## src/rtl/pfu_pkg.sv

```systemverilog
// Shared definitions for the prefetch unit: FSM encoding, reset vector, instruction width.
package pfu_pkg;

    localparam int unsigned C_INS_W         = 32;
    localparam logic [31:0] C_PFU_RESET_VEC = 32'h0000_0000;

    typedef enum logic {
        ST_REQ  = 1'b0,
        ST_WAIT = 1'b1
    } pfu_state_e;

endpackage : pfu_pkg

```

## src/rtl/pfu_fifo.sv

```systemverilog
// Fetch buffer: power-of-two circular FIFO with synchronous flush and occupancy count.
module pfu_fifo #(
    parameter int unsigned C_WIDTH = 64,
    parameter int unsigned C_DEPTH = 4
) (
    input  logic                           clk_i,
    input  logic                           resetb_i,
    input  logic                           i_push,
    input  logic                           i_pop,
    input  logic                           i_flush,
    input  logic [C_WIDTH-1:0]             i_data,
    output logic [C_WIDTH-1:0]             o_data,
    output logic                           o_full,
    output logic                           o_empty,
    output logic [$clog2(C_DEPTH):0]       o_count
);

    localparam int unsigned C_PTR_W = $clog2(C_DEPTH);
    localparam int unsigned C_CNT_W = C_PTR_W + 1;

    logic [C_WIDTH-1:0] r_mem [C_DEPTH];
    logic [C_PTR_W-1:0] r_wr_ptr;
    logic [C_PTR_W-1:0] r_rd_ptr;
    logic [C_CNT_W-1:0] r_count;
    logic               w_push;
    logic               w_pop;

    // Overflow/underflow protection: ignore push when full, pop when empty.
    assign w_push  = i_push & ~o_full;
    assign w_pop   = i_pop & ~o_empty;

    assign o_full  = (r_count == C_CNT_W'(C_DEPTH));
    assign o_empty = (r_count == '0);
    assign o_count = r_count;
    assign o_data  = r_mem[r_rd_ptr];

    // Storage write; contents need no reset since count gates visibility.
    always_ff @(posedge clk_i) begin
        if (w_push) begin
            r_mem[r_wr_ptr] <= i_data;
        end
    end

    // Pointers and count; flush has priority over push and pop.
    always_ff @(posedge clk_i or negedge resetb_i) begin
        if (!resetb_i) begin
            r_wr_ptr <= '0;
            r_rd_ptr <= '0;
            r_count  <= '0;
        end else if (i_flush) begin
            r_wr_ptr <= '0;
            r_rd_ptr <= '0;
            r_count  <= '0;
        end else begin
            if (w_push) begin
                r_wr_ptr <= r_wr_ptr + C_PTR_W'(1);
            end
            if (w_pop) begin
                r_rd_ptr <= r_rd_ptr + C_PTR_W'(1);
            end
            case ({w_push, w_pop})
                2'b10:   r_count <= r_count + C_CNT_W'(1);
                2'b01:   r_count <= r_count - C_CNT_W'(1);
                default: r_count <= r_count;
            endcase
        end
    end

endmodule : pfu_fifo

```

## src/rtl/pfu.sv

```systemverilog
// Prefetch unit: issues one instruction fetch at a time, buffers responses for decode,
// and accepts PC redirects while no request is outstanding.
module pfu
    import pfu_pkg::*;
#(
    parameter int unsigned        C_XLEN       = 32,
    parameter int unsigned        C_FIFO_DEPTH = 4,
    parameter logic [C_XLEN-1:0]  C_RESET_VEC  = C_XLEN'(C_PFU_RESET_VEC)
) (
    input  logic                clk_i,
    input  logic                resetb_i,
    input  logic                clk_en_i,
    output logic                pc_ready_o,
    input  logic                pc_wr_i,
    input  logic [C_XLEN-1:0]   pc_i,
    output logic                ireqvalid_o,
    input  logic                ireqready_i,
    output logic [C_XLEN-1:0]   ireqaddr_o,
    input  logic                irspvalid_i,
    input  logic [C_INS_W-1:0]  irspdata_i,
    output logic                ids_valid_o,
    input  logic                ids_ready_i,
    output logic [C_INS_W-1:0]  ids_ins_o,
    output logic [C_XLEN-1:0]   ids_pc_o
);

    localparam int unsigned C_ENT_W = C_XLEN + C_INS_W;
    localparam int unsigned C_CNT_W = $clog2(C_FIFO_DEPTH) + 1;

    pfu_state_e          r_state;
    pfu_state_e          w_state_nxt;
    logic [C_XLEN-1:0]   r_fetch_pc;
    logic [C_XLEN-1:0]   r_rsp_pc;

    logic                w_redirect;
    logic                w_req_fire;
    logic                w_rsp_fire;
    logic                w_space;
    logic                w_push;
    logic                w_pop;
    logic                w_flush;
    logic                w_full;
    logic                w_empty;
    logic [C_CNT_W-1:0]  w_count;
    logic [C_ENT_W-1:0]  w_head;

    // Handshake qualifiers; every state change is gated by the clock enable.
    assign w_space    = (w_count < C_CNT_W'(C_FIFO_DEPTH));
    assign w_redirect = pc_wr_i & (r_state == ST_REQ);
    assign w_req_fire = ireqvalid_o & ireqready_i;
    assign w_rsp_fire = (r_state == ST_WAIT) & irspvalid_i;
    assign w_push     = clk_en_i & w_rsp_fire & ~w_full;
    assign w_pop      = clk_en_i & ids_ready_i & ~w_empty;
    assign w_flush    = clk_en_i & w_redirect;

    // Fetch FSM state register.
    always_ff @(posedge clk_i or negedge resetb_i) begin
        if (!resetb_i) begin
            r_state <= ST_REQ;
        end else if (clk_en_i) begin
            r_state <= w_state_nxt;
        end
    end

    // Fetch FSM next state and request/redirect handshake outputs.
    always_comb begin
        w_state_nxt = r_state;
        pc_ready_o  = 1'b0;
        ireqvalid_o = 1'b0;
        case (r_state)
            ST_REQ: begin
                pc_ready_o  = 1'b1;
                ireqvalid_o = w_space & ~pc_wr_i;
                if (ireqvalid_o && ireqready_i) begin
                    w_state_nxt = ST_WAIT;
                end
            end
            ST_WAIT: begin
                if (irspvalid_i) begin
                    w_state_nxt = ST_REQ;
                end
            end
            default: begin
                w_state_nxt = ST_REQ;
            end
        endcase
    end

    // Fetch PC (redirect or sequential advance) and PC of the outstanding request.
    always_ff @(posedge clk_i or negedge resetb_i) begin
        if (!resetb_i) begin
            r_fetch_pc <= C_RESET_VEC;
            r_rsp_pc   <= C_RESET_VEC;
        end else if (clk_en_i) begin
            if (w_redirect) begin
                r_fetch_pc <= pc_i & ~C_XLEN'(3);
            end else if (w_rsp_fire) begin
                r_fetch_pc <= r_fetch_pc + C_XLEN'(4);
            end
            if (w_req_fire) begin
                r_rsp_pc <= r_fetch_pc;
            end
        end
    end

    assign ireqaddr_o  = r_fetch_pc;
    assign ids_valid_o = ~w_empty;
    assign ids_pc_o    = w_head[C_ENT_W-1:C_INS_W];
    assign ids_ins_o   = w_head[C_INS_W-1:0];

    pfu_fifo #(
        .C_WIDTH (C_ENT_W),
        .C_DEPTH (C_FIFO_DEPTH)
    ) u_fifo (
        .clk_i    (clk_i),
        .resetb_i (resetb_i),
        .i_push   (w_push),
        .i_pop    (w_pop),
        .i_flush  (w_flush),
        .i_data   ({r_rsp_pc, irspdata_i}),
        .o_data   (w_head),
        .o_full   (w_full),
        .o_empty  (w_empty),
        .o_count  (w_count)
    );

endmodule : pfu

```

## config.mk

```make
export PLATFORM = sky130hd
export DESIGN_NAME = pfu
export DESIGN_NICKNAME = d
export VERILOG_FILES = /design/src/rtl/pfu_pkg.sv /design/src/rtl/pfu_fifo.sv /design/src/rtl/pfu.sv
export SDC_FILE = /design/constraint.sdc
export NUM_CORES = 1
export LEC_CHECK = 0
export ABC_CLOCK_PERIOD_IN_PS = 7700
export BUFFER_PORTS_ARGS = -buffer_cell sky130_fd_sc_hd__buf_4
export CORE_AREA = 5 5 170 172
export DETAILED_ROUTE_END_ITERATION = 10
export DIE_AREA = 0 0 175 177
export GPL_ROUTABILITY_DRIVEN = 1
export PLACE_DENSITY = 0.64
export SYNTH_ARGS = -nofsm -noshare
export SYNTH_HDL_FRONTEND = slang
export SYNTH_SLANG_ARGS = --single-unit
export TNS_END_PERCENT = 30
```

## constraint.sdc

```tcl
create_clock -name clk_i -period 7.7 [get_ports clk_i]
set_input_delay 0 -clock clk_i [delete_from_list [all_inputs] [get_ports clk_i]]
set_output_delay 0 -clock clk_i [all_outputs]
set_load 0.02 [all_outputs]
```

# Word level (Yosys, flattened, before mapping)

Memories as Yosys holds them, arrays and structs flattened.
Cells that the tools add are included.

Register bits after elaboration: 72
Bits in writable memories: 256
Output and inout port bits: 99
Word-level logic and storage cells: 54
Memories: 1

Memory list:

| memory       | words | width | rd ports | clocked after memory_dff | wr ports | line           | RTL |
|---|---|---|---|---|---|---|---|
| u_fifo.r_mem | 4     | 64    | 1        | 0                        | 1        | pfu_fifo.sv:21 | `logic [C_WIDTH-1:0] r_mem [C_DEPTH];` |

$add $sub $neg: 5
Order comparisons: 1
Equal/unequal tests: 3
Multiplexer cells: 15
Bitwise operators: 15
Reductions and logical operators: 8

Operators by type and width:

| cell                  | count |
|---|---|
| $mux 32               | 2 |
| $add 32x3->32 const B | 1 |
| $and 1x1->1           | 11 |
| $mux 2                | 4 |
| $mux 1                | 6 |
| $pmux 3 s2            | 1 |
| $reduce_bool 2->1     | 3 |
| $add 2x1->2 const B   | 2 |
| $not 1->1             | 4 |
| $reduce_and 2->1      | 2 |
| $add 3x1->3 const B   | 1 |
| $eq 3x3->1 const B    | 1 |
| $logic_not 3->1       | 1 |
| $lt 3x3->1 const B    | 1 |
| $mux 3                | 1 |
| $reduce_bool 3->1     | 1 |
| $sub 3x1->3 const B   | 1 |
| $eq 2x1->1 const B    | 1 |
| $eq 2x2->1 const B    | 1 |
| $pmux 1 s2            | 1 |
| $logic_and 1x1->1     | 1 |

# Logic depth before layout (Yosys ltp)

Gate-level depths: netlist of run 1.

Depth after elaboration: 7
Mapped depth: 10
Mapped depth without buffers: 9

# Cells and area by module

A second synthesis of run 1 with hierarchy kept.

Cells, all modules: 732
Area, all modules: 13076.3 µm²

Modules (own cells, without submodules):

| module   | times used | cells an instance | area an instance (µm²) |
|---|---|---|---|
| pfu_fifo | 1          | 395               | 9770.6 |
| pfu      | 1          | 337               | 3305.7 |

# Worst setup path before layout of run 1

Ideal clock, no wire load.

Kind: flip-flop to flip-flop
Start: reg r_state
End: mem u_fifo.r_mem[0][0] (enable)
Arrival time: 2.521 ns
Data required time: 7.274 ns
Slack: 4.752 ns
Stages on the path, launching flop included: 5
Path buffers: 1
Period minus slack after synthesis: 2.948 ns
Cells stage by stage: dfrtp_1 -> buf_2 -> nand3_1 -> a21oi_1 -> and2_1

Word-level cells in the longest chain between the ends: 6

Ends and longest elaborated chain:

| element                      | line           | RTL |
|---|---|---|
| start, declared              | pfu.sv:30      | `pfu_state_e r_state;` |
| start signal, assigned       | pfu.sv:61      | `r_state <= w_state_nxt;` |
| $and 1x1->1                  | pfu.sv:51      | `assign w_rsp_fire = (r_state == ST_WAIT) & irspvalid_i;` |
| $and 1x1->1 (2 in series)    | pfu.sv:52      | `assign w_push = clk_en_i & w_rsp_fire & ~w_full;` |
| $and 1x1->1                  | pfu_fifo.sv:29 | `assign w_push = i_push & ~o_full;` |
| $mux 1                       | pfu_fifo.sv:39 | `if (w_push) begin` |
| $mux 1 (implied by the code) | pfu_fifo.sv:40 | `r_mem[r_wr_ptr] <= i_data;` |
| end, declared                | pfu_fifo.sv:21 |  |

No other way between the ends.

# Worst setup path in the final report of run 1

Start: reg r_state
End: reg r_fetch_pc[30], in the netlist ireqaddr_o[30]

Word-level cells in the longest chain between the ends: 4
Elaborated cells between the ends (all ways): 6
Classes of those cells: mux (1); bitwise (3); reduce/logical (2)

Ends and longest elaborated chain:

| element                     | line      | RTL |
|---|---|---|
| $not 1->1                   | --        |  |
| $and 1x1->1                 | pfu.sv:49 | `assign w_redirect = pc_wr_i & (r_state == ST_REQ);` |
| $reduce_bool 2->1 (no line) | --        |  |
| $reduce_and 2->1 (no line)  | --        |  |
| end signal, assigned        | pfu.sv:96 | `r_fetch_pc <= pc_i & ~C_XLEN'(3);` |
| end signal, assigned        | pfu.sv:98 | `r_fetch_pc <= r_fetch_pc + C_XLEN'(4);` |
| end, declared               | pfu.sv:32 | `logic [C_XLEN-1:0] r_fetch_pc;` |

Several ways; a longest one is shown, not always the timed one.
A chain may end at the register's enable or synchronous reset.

==> metrics, run 1 <==
num rows=61; fraction of layout cells with a size suffix above 1=0.352; Initial Utilization=0.459; Syn Area/Cell=18.6 um^2; cell with the most instances after synthesis=edfxtp_1; height of the die=177 um; final hold slack=0.0313 ns; initial antenna violation count=0; CP delay by family, top=simple AND/OR/NAND/NOR gates; RSZ-0062 raised after global routing=false; clock sinks=316; register bit total from synthesis=316; FILL cells=2,075; drt drc=0; worst r2r path cells=5; Die ar.=31,000 um^2; Post-CTS Resized=0; CP Class=reg2reg; number of buffers created by CTS=34; worst-path maximum fanout=29; setup TNS=0 ns; CP startpoint kind=register; sequential share of the synthesized area=0.730; largest net degree at the start of global routing=69; clk buf depth=3; cell taking the most area after synthesis=edfxtp_1; Synth top cells by count=edfxtp_1 (248), dfrtp_1 (68), mux4_2 (62); overall power=5560 uW; Worst Tran Pin Value=1.14 ns; worst reg-to-reg setup slack=4.62 ns; Layout area overhead=25.2%; First DRT Iteration DRCs=425; Final WS setup=4.62 ns; antenna viol nets, final=0; hold_sp=pc_i[22]; P per Cell Area=354 nW/um^2; Final Max Slew Viols=0; Clock Latency Late Sink=0.50 ns; Cells on Worst Hold Path=4; distinct cell type count of the synthesized netlist=60; pre-CTS setup slack=4.74 ns; Pre-Repair DR Iteration Count=5; Root Driver=clkbuf_16; Crit path required time=8.09 ns; # IOs=170; H-Tree Depth=2; fin util=0.574; peak supply drop=0.000179 V; CTS tree=yes; CTS clk-pin slew, worst paths=0.06 ns; top-area cell type share of the netlist area=0.594; Critical path buffers and inverters=0; crit-path cells=nor2b_2 -> o21a_1 -> and3_1 -> a211oi_1 -> nor3_1; max-cap viol count=0; Slowest-stage cell, CP=o21a_1; Layout Nets=981; largest cells by area after synthesis=edfxtp_1 (59%), dfrtp_1 (14%), mux4_2 (11%); R2R Path End=ireqaddr_o[30]; crit end category=register; Post-synth top flop=edfxtp_1; Buffers on Ports=163; Syn Inst Count=675; chip width=175 um; clk_skew=0.0187 ns; worst endpoint data arrival time=3.47 ns; slew margin rel.=0.234; drt via density=5.68; Post-synth EDFFs=248; Post-synth ARST share=0.215; first-pass GRT wire length=43,300 um; WL/cell=21.6 um; Tmin final=3.08 ns; drt total wl=27,500 um; Post-DP HPWL=16,100 um; GRT Total Usage=0.179; max incr delay on CP=0.98 ns; Synth Warn #=0; Peak Freq=0.324 GHz; fin crit share=0.401; Core Box Area=27,300 um^2; multi-input logic area=3130 um^2; # diodes=0; vias in the first global route=7,605; run status=finished clean; gpl congestion=0.867; R2R Path Start=r_state; grt ovf=0; Leak Pwr=0.00559 uW; Sequential Area=9160 um^2; Hold EP=ireqaddr_o[22]; via count=7,241; endpoints failing setup=0; Mapped Area=12,500 um^2; final hold vios=0; worst min path class=in2reg
timing repair:
item,in CTS,in global routing
setup buffers,0,0
hold endpoints to repair,226,0
hold buffers,66,0
registers in the layout (all words and copies together), names as in the netlist:
| register | flops |
|---|---|
| u_fifo.r_rd_ptr | 2 |
| r_rsp_pc | 30 |
| u_fifo.r_wr_ptr | 2 |
| u_fifo.r_mem | 248 |
| ireqaddr_o | 30 |
| u_fifo.o_count | 3 |
| r_state | 1 |
metal layers:
metal	routed length [um]	vias up	GRT usage
met2	13600	308	0.297
met4	467	0	0.0452
met5	0	-	0
li1	-	3187	-
met3	2100	43	0.0442
met1	11300	3703	0.240
cell type report:
class,count,area share
multi-input combinational,312,0.200
inverter,7,0.00167
sequential,316,0.583
timing repair buffer,232,0.121
clock buffer,49,0.0604
clock inverter,12,0.00582
tap,346,0.0276
layout by cell type (no fill, tap or decap), drive strengths merged, types with 3 or more instances in the layout:
| cell type | n |
|---|---|
| o21ai | 13 |
| buf | 166 |
| mux2i | 4 |
| mux4 | 62 |
| mux2 | 30 |
| edfxtp | 248 |
| and4 | 4 |
| xnor2 | 4 |
| inv | 8 |
| conb | 4 |
| dfrtp | 68 |
| nand3 | 17 |
| a21oi | 27 |
| o22a | 3 |
| clkinv | 9 |
| o32ai | 3 |
| and3 | 11 |
| a311oi | 6 |
| nor2 | 28 |
| nor3 | 6 |
| a2bb2oi | 8 |
| dlygate4sd3 | 66 |
| ha | 6 |
| and2 | 6 |
| nand4 | 11 |
| nand2 | 21 |
| o22ai | 13 |
| clkbuf | 49 |
worst register-to-register path, cell delays in order (launching register included):
cell      delay (ns)
dfrtp_1         0.48
nor2b_2         0.92
o21a_1          0.99
and3_1          0.30
a211oi_1        0.07
nor3_1          0.24
worst max path at each step:
| stage | startpoint | end | slack (ns) | cells after the start |
|---|---|---|---|---|
| after global routing | r_state | ireqaddr_o[30] | 4.43 | 5 |
| after floorplan | r_state | u_fifo.r_mem[0][0] | 4.75 | 4 |
| after CTS | r_state | ireqaddr_o[30] | 4.70 | 5 |
| after detailed placement | r_state | ireqaddr_o[30] | 4.74 | 5 |
| final | r_state | ireqaddr_o[30] | 4.62 | 5 |
| after global placement | r_state | ireqaddr_o[30] | 4.89 | 5 |
stage by stage:
stage	instance area [um^2]	cells
6_report	15700	1274
5_1_grt	15700	1274
4_1_cts	15700	1274
3_5_place_dp	14000	1147
3_3_place_gp	14000	1147
2_1_floorplan	12500	678
kinds of logic (layout without fill, tap and decap cells):
family	after synthesis	count (layout)	share of synthesized area
fa+ha+maj	7	7	0.00759
xor+xnor	6	6	0.00419
mux	96	96	0.142
compound gates	87	87	0.0461
flops	316	316	0.730
other cells	1	4	0.000299
buf+inv	50	300	0.0221
simple gates	112	112	0.0482
where the power goes:
part / leakage, uW / switching (uW) / internal [uW] / total, uW
Clock: 0.000507 / 621 / 892 / 1510
Sequential: 0.00302 / 354 / 2150 / 2500
Combinational: 0.00206 / 773 / 773 / 1550
(Power assumes the default switching activity.)
==> run 2: changes to the inputs <==
- ABC_AREA: unset -> 1
- ABC_CLOCK_PERIOD_IN_PS: 7700 -> 2700
- CORE_AREA: 5 5 170 172 -> 5 5 173 175
- DIE_AREA: 0 0 175 177 -> 0 0 178 180
- PLACE_DENSITY: 0.64 -> 0.67
- clock period: 7.7 -> 2.7 ns (I/O delays scaled with it)
==> metrics, run 2 <==
largest cells by area after synthesis=edfxtp_1 (57%), dfrtp_1 (13%), o21ai_0 (6.8%); top-area cell type share of the netlist area=0.573 (-0.0213); met3 usage=0.0347 (-0.00956); num rows=62 (+1.6%); Post-synth EDFFs=248 (unchanged); CP Class=reg2reg; peak supply drop=0.000675 V (+280%); H-Tree Depth=2 (unchanged); Post-synth top flop=edfxtp_1; vias in the first global route=9,039 (+19%); R2R Path Start=u_fifo.o_count[0]; fin util=0.583 (+0.00871); met2 Track Usage GR=0.303 (+0.00607); Synth Warn #=0 (unchanged); Comb pwr share=0.366 (+0.088); P per Cell Area=1110 nW/um^2 (+210%); Leak Pwr=0.00633 uW (+13%); clk buf depth=3 (unchanged); Final Max Slew Viols=0 (unchanged); distinct cell type count of the synthesized netlist=37 (-38%); GR Util met1=0.258 (+0.0180); gpl congestion=0.867 (about the same); switching share of power=0.371 (+0.0573); number of buffers created by CTS=35 (+2.9%); fraction of layout cells with a size suffix above 1=0.186 (-0.166); CP startpoint kind=register; first-pass GRT wire length=47,500 um (+9.8%); worst endpoint data arrival time=2.87 ns (-0.60 ns); antenna viol nets, final=0 (unchanged); NetSw=6820 uW (+290%); pre-CTS setup slack=0.204 ns (-4.53 ns); Most Used Layer, Global Route=met2; origin of the worst setup path=u_fifo.o_count[0]; Clk pwr share=0.260 (-0.012); max-cap viol count=0 (unchanged); Syn Inst Count=1,146 (+70%); Die ar.=32,000 um^2 (+3.4%); worst min path class=in2reg; grt ovf=0 (unchanged); GRT Total Usage=0.184 (+0.00583); Initial Utilization=0.459 (about the same); Post-DP HPWL=18,100 um (+12%); Core Box Area=28,300 um^2 (+3.6%); # diodes=0 (unchanged); commonest non-fill, non-tap cell in the layout=edfxtp_1; endpoints failing setup=0 (unchanged); Biggest register=u_fifo.r_mem; crit end category=register; commonest cells after routing, fill and taps aside=edfxtp_1 (248), nor2_1 (195), o21ai_0 (176); run status=finished clean; # IOs=170 (unchanged); final hold vios=0 (unchanged); register bit total from synthesis=316 (unchanged); First DRT Iteration DRCs=644 (+52%); clk_skew=0.0102 ns (-0.00849 ns); Syn Area/Cell=11.3 um^2 (-39%); overall power=18,400 uW (+230%); RSZ-0062 raised after global routing=false; Mapped Area=13,000 um^2 (+3.7%); internal power=11,500 uW (+200%); Clock Latency Late Sink=0.49 ns (about the same); Post-CTS Resized=0 (unchanged); final hold slack=0.0625 ns (+0.0312 ns); CTS clk-pin slew, worst paths=0.06 ns (about the same); Post-synth ARST share=0.215 (unchanged); Final WS setup=0.216 ns (-4.40 ns); cell taking the most area after synthesis=edfxtp_1; height of the die=180 um (+1.7%); Layout Nets=1,448 (+48%); CTS tree=yes; via count=9,162 (+27%); Crit path required time=3.09 ns (-5.00 ns); sequential share of the synthesized area=0.704 (-0.0262); Pre-Repair DR Iteration Count=5 (unchanged); slew margin rel.=0.298 (+0.0639); drt drc=0 (unchanged); Tmin final=2.48 ns (-0.601 ns); Worst Tran Pin Value=1.05 ns (-0.0969 ns); chip width=178 um (+1.7%); fin crit share=0.920 (+0.519); hold_sp=ireqready_i; Synth top cells by count=edfxtp_1 (248), nor2_1 (199), o21ai_0 (176); Layout area overhead=27.0%; cell with the most instances after synthesis=edfxtp_1; Buffers on Ports=163 (unchanged); worst-path maximum fanout=9 (-69%); largest net degree at the start of global routing=129 (+87%); WL/cell=16.9 um (-22%); Root Driver=clkbuf_16; sequential power share=0.374 (-0.076); Largest register FFs=248 (unchanged); clock sinks=316 (unchanged); initial antenna violation count=0 (unchanged); drt total wl=30,100 um (+9.6%); drt via density=5.15 (-9.4%); Peak Freq=0.403 GHz (+24%)
-- run 2: area by class of cell --
class,count,area (um^2)
inverters,58,219
fillers,2309,11800
flip-flops and latches,316,9150
clock inverters,20,219
clock buffers,42,955
multi-input cells,713,3390
repair buffers,246,2090
well taps,384,480
-- run 2: critical path, cell delays in order (launching register included) --
cell,delay [ns]
dfrtp_1,0.43
o31ai_2,0.91
ha_1,0.36
fa_1,0.45
a31oi_1,0.16
inv_1,0.05
-- run 2: repair_timing --
item / in CTS / in global routing
hold endpoints to repair: 230 / 0
hold buffers: 68 / 0
buffers inserted: 0 / 0
-- run 2: power by group through the flow --
stage	registers [uW]	logic, uW	clock network [uW]
after CTS	6860	6800	4880
after global placement	6910	6580	0
after floorplan	6940	3780	0
final	6870	6730	4770
after detailed placement	6950	6700	0
after global routing	6980	7360	5110
-- run 2: path summary, 6_finish.rpt --
path                                            end  slack, ns  cells past startpoint
worst max-delay path              u_fifo.o_count[1]       0.22                      5
worst min-delay path                        r_state       0.06                      4
worst max register to register    u_fifo.o_count[1]       0.22                      5
worst min register to register  u_fifo.r_mem[1][42]       0.52                      0
max in group asynchronous        u_fifo.r_rd_ptr[0]       1.84                      2
min in group asynchronous             ireqaddr_o[6]       0.15                      2
-- run 2: stage by stage --
step | setup TNS [ns] | cells | area (um^2)
final | 0 | 1779 | 16500
after global routing | 0 | 1779 | 16500
after CTS | 0 | 1779 | 16500
after detailed placement | 0 | 1649 | 14700
after global placement | 0 | 1649 | 14700
after floorplan | -51.65 | 1149 | 13000
-- run 2: metal layers --
layer | wire (um) | vias to the layer above | share of wire
met4 | 454 | 0 | 0.015
li1 | - | 4466 | -
met3 | 1770 | 43 | 0.059
met1 | 13500 | 4369 | 0.45
met5 | 0 | - | 0
met2 | 14400 | 284 | 0.48
-- run 2: kinds of logic (layout without fill, tap and decap cells) --
| family | count (synthesis) | count (layout) | synth area share |
|---|---|---|---|
| other cells | 1 | 4 | 0.000288 |
| compound gates | 269 | 269 | 0.111 |
| mux | 4 | 4 | 0.00346 |
| flops | 316 | 316 | 0.704 |
| fa+ha+maj | 7 | 7 | 0.00731 |
| buf+inv | 120 | 366 | 0.0389 |
| simple gates | 429 | 429 | 0.135 |
==> run 3: changes to the inputs <==
- CORE_AREA: 5 5 173 175 -> 5 5 187 189
- DIE_AREA: 0 0 178 180 -> 0 0 192 194
- PLACE_DENSITY: 0.67 -> 0.58
==> metrics, run 3 (synthesized netlist as in run 2, its figures left out) <==
R2R Path End=u_fifo.o_count[1]; Root Driver=clkbuf_16; Layout Nets=1,449 (+0.069%); height of the die=194 um (+7.8%); antenna viol nets, final=0 (unchanged); GRT Total Usage=0.164 (-0.0202); Slowest-stage cell, CP=o31ai_2; peak supply drop=0.000769 V (+14%); final hold vios=0 (unchanged); NetSw=6820 uW (about the same); first-pass GRT wire length=49,200 um (+3.4%); drt via density=4.95 (-4.0%); drt total wl=30,900 um (+2.7%); max incr delay on CP=0.91 ns (about the same); overall power=18,000 uW (-2.0%); vias in the first global route=9,014 (-0.28%); Layout area overhead=27.3%; fin crit share=0.910 (-0.00959); clk_skew=0.0123 ns (+0.00217 ns); CTS clk-pin slew, worst paths=0.06 ns (about the same); crit-path cells=o31ai_2 -> ha_1 -> fa_1 -> a31oi_1 -> inv_1; FILL cells=2,938 (+27%); R2R Path Start=u_fifo.o_count[0]; CP Class=reg2reg; worst r2r path cells=5 (unchanged); Peak Freq=0.407 GHz (+1.1%); Tmin final=2.46 ns (-0.0259 ns); Pre-Repair DR Iteration Count=4 (-1); run status=finished clean; fraction of layout cells with a size suffix above 1=0.183 (-0.00372); Initial Utilization=0.393 (-0.0665); P per Cell Area=1090 nW/um^2 (-2.2%); worst endpoint data arrival time=2.85 ns (-0.02 ns); number of buffers created by CTS=35 (unchanged); switching share of power=0.379 (+0.00725); gpl congestion=0.829 (-4.4%); largest net degree at the start of global routing=129 (unchanged); fin util=0.500 (-0.0835); sequential power share=0.382 (+0.008); pre-CTS setup slack=0.253 ns (+0.0493 ns); commonest cells after routing, fill and taps aside=edfxtp_1 (248), nor2_1 (195), o21ai_0 (176); H-Tree Depth=2 (unchanged); crit end category=register; slew margin rel.=0.295 (-0.00285); Buffers on Ports=163 (unchanged); Post-DP HPWL=19,000 um (+5.2%); worst reg-to-reg setup slack=0.24 ns (+0.03 ns); grt ovf=0 (unchanged); WL/cell=16.8 um (-0.90%); num rows=67 (+8.1%); Die ar.=37,200 um^2 (+16%); Final Max Slew Viols=0 (unchanged); Comb pwr share=0.374 (+0.008); RSZ-0062 raised after global routing=false; Crit path required time=3.09 ns (about the same); commonest non-fill, non-tap cell in the layout=edfxtp_1; Biggest register=u_fifo.r_mem; First DRT Iteration DRCs=517 (-20%); internal power=11,200 uW (-3.1%); clk buf depth=3 (unchanged); Final WS setup=0.242 ns (+0.0259 ns); # diodes=0 (unchanged); worst-path maximum fanout=9 (unchanged); Clk pwr share=0.244 (-0.016); Largest register FFs=248 (unchanged); Leak Pwr=0.00629 uW (-0.64%); Worst Tran Pin Value=1.05 ns (+0.00426 ns); # IOs=170 (unchanged); clock sinks=316 (unchanged); worst min path class=in2async; via count=9,121 (-0.45%); drt drc=0 (unchanged); endpoints failing setup=0 (unchanged); Core Box Area=33,100 um^2 (+17%); initial antenna violation count=0 (unchanged); CTS tree=yes; chip width=192 um (+7.9%); CP startpoint kind=register; setup TNS=0 ns (unchanged); max-cap viol count=0 (unchanged); Clock Latency Late Sink=0.50 ns (about the same)
run 3: per-stage QoR:
step | cell area (um^2) | cells | hold WS, ns
finish | 16500 | 1844 | 0.00500
global placement | 14800 | 1714 | 0.00709
detailed placement | 14800 | 1714 | 0.0111
CTS | 16500 | 1844 | 0.0112
global route | 16500 | 1844 | 0.0322
floorplan | 13000 | 1149 | -0.296
run 3: worst max-delay path: cells and delay by family (launching register included):
kind | cells | cell delay (ns)
fa+ha+maj | 2 | 0.81
compound gates | 2 | 1.05
flops | 1 | 0.43
buf+inv | 1 | 0.05
run 3: layout make-up:
| type | count | area [um^2] | share of cell area |
|---|---|---|---|
| clock inverter | 15 | 95.1 | 0.00575 |
| tap | 448 | 561 | 0.0339 |
| timing repair buffer | 247 | 2150 | 0.130 |
| inverter | 58 | 219 | 0.0132 |
| multi-input combinational | 713 | 3390 | 0.205 |
| clock buffer | 47 | 973 | 0.0588 |
| sequential | 316 | 9150 | 0.553 |
run 3: repair_timing:
action / CTS / global route
hold buffers: 68 / 0
endpoints found under the hold margin: 230 / 0
buffers inserted: 0 / 0
gates resized for setup: 0 / 0
run 3: worst max path at each step:
stage                     slack [ns]                 end  cells after the start         startpoint
after floorplan                -0.21  u_fifo.r_mem[0][0]                      4            r_state
after global placement          0.29   u_fifo.o_count[1]                      5  u_fifo.o_count[0]
after detailed placement        0.25   u_fifo.o_count[1]                      5  u_fifo.o_count[0]
after CTS                       0.24   u_fifo.o_count[1]                      5  u_fifo.o_count[0]
after global routing             0.1   u_fifo.o_count[2]                      7  u_fifo.o_count[0]
final                           0.24   u_fifo.o_count[1]                      5  u_fifo.o_count[0]
run 3: metal layers:
metal	GRT usage	routed length (um)	share of wire	up-vias
met5	0	0	0	-
li1	-	-	-	4470
met2	0.269	14600	0.47	248
met1	0.230	14200	0.46	4364
met3	0.0293	1660	0.054	39
met4	0.0370	483	0.016	0
run 3: power by group through the flow:
stage                     clock [uW]  sequential (uW)  combinational [uW]
after floorplan                    0             6940                3780
after global placement             0             6930                6690
after detailed placement           0             6960                6750
after CTS                       4520             6870                6850
after global routing            4740             6990                7430
final                           4400             6870                6730
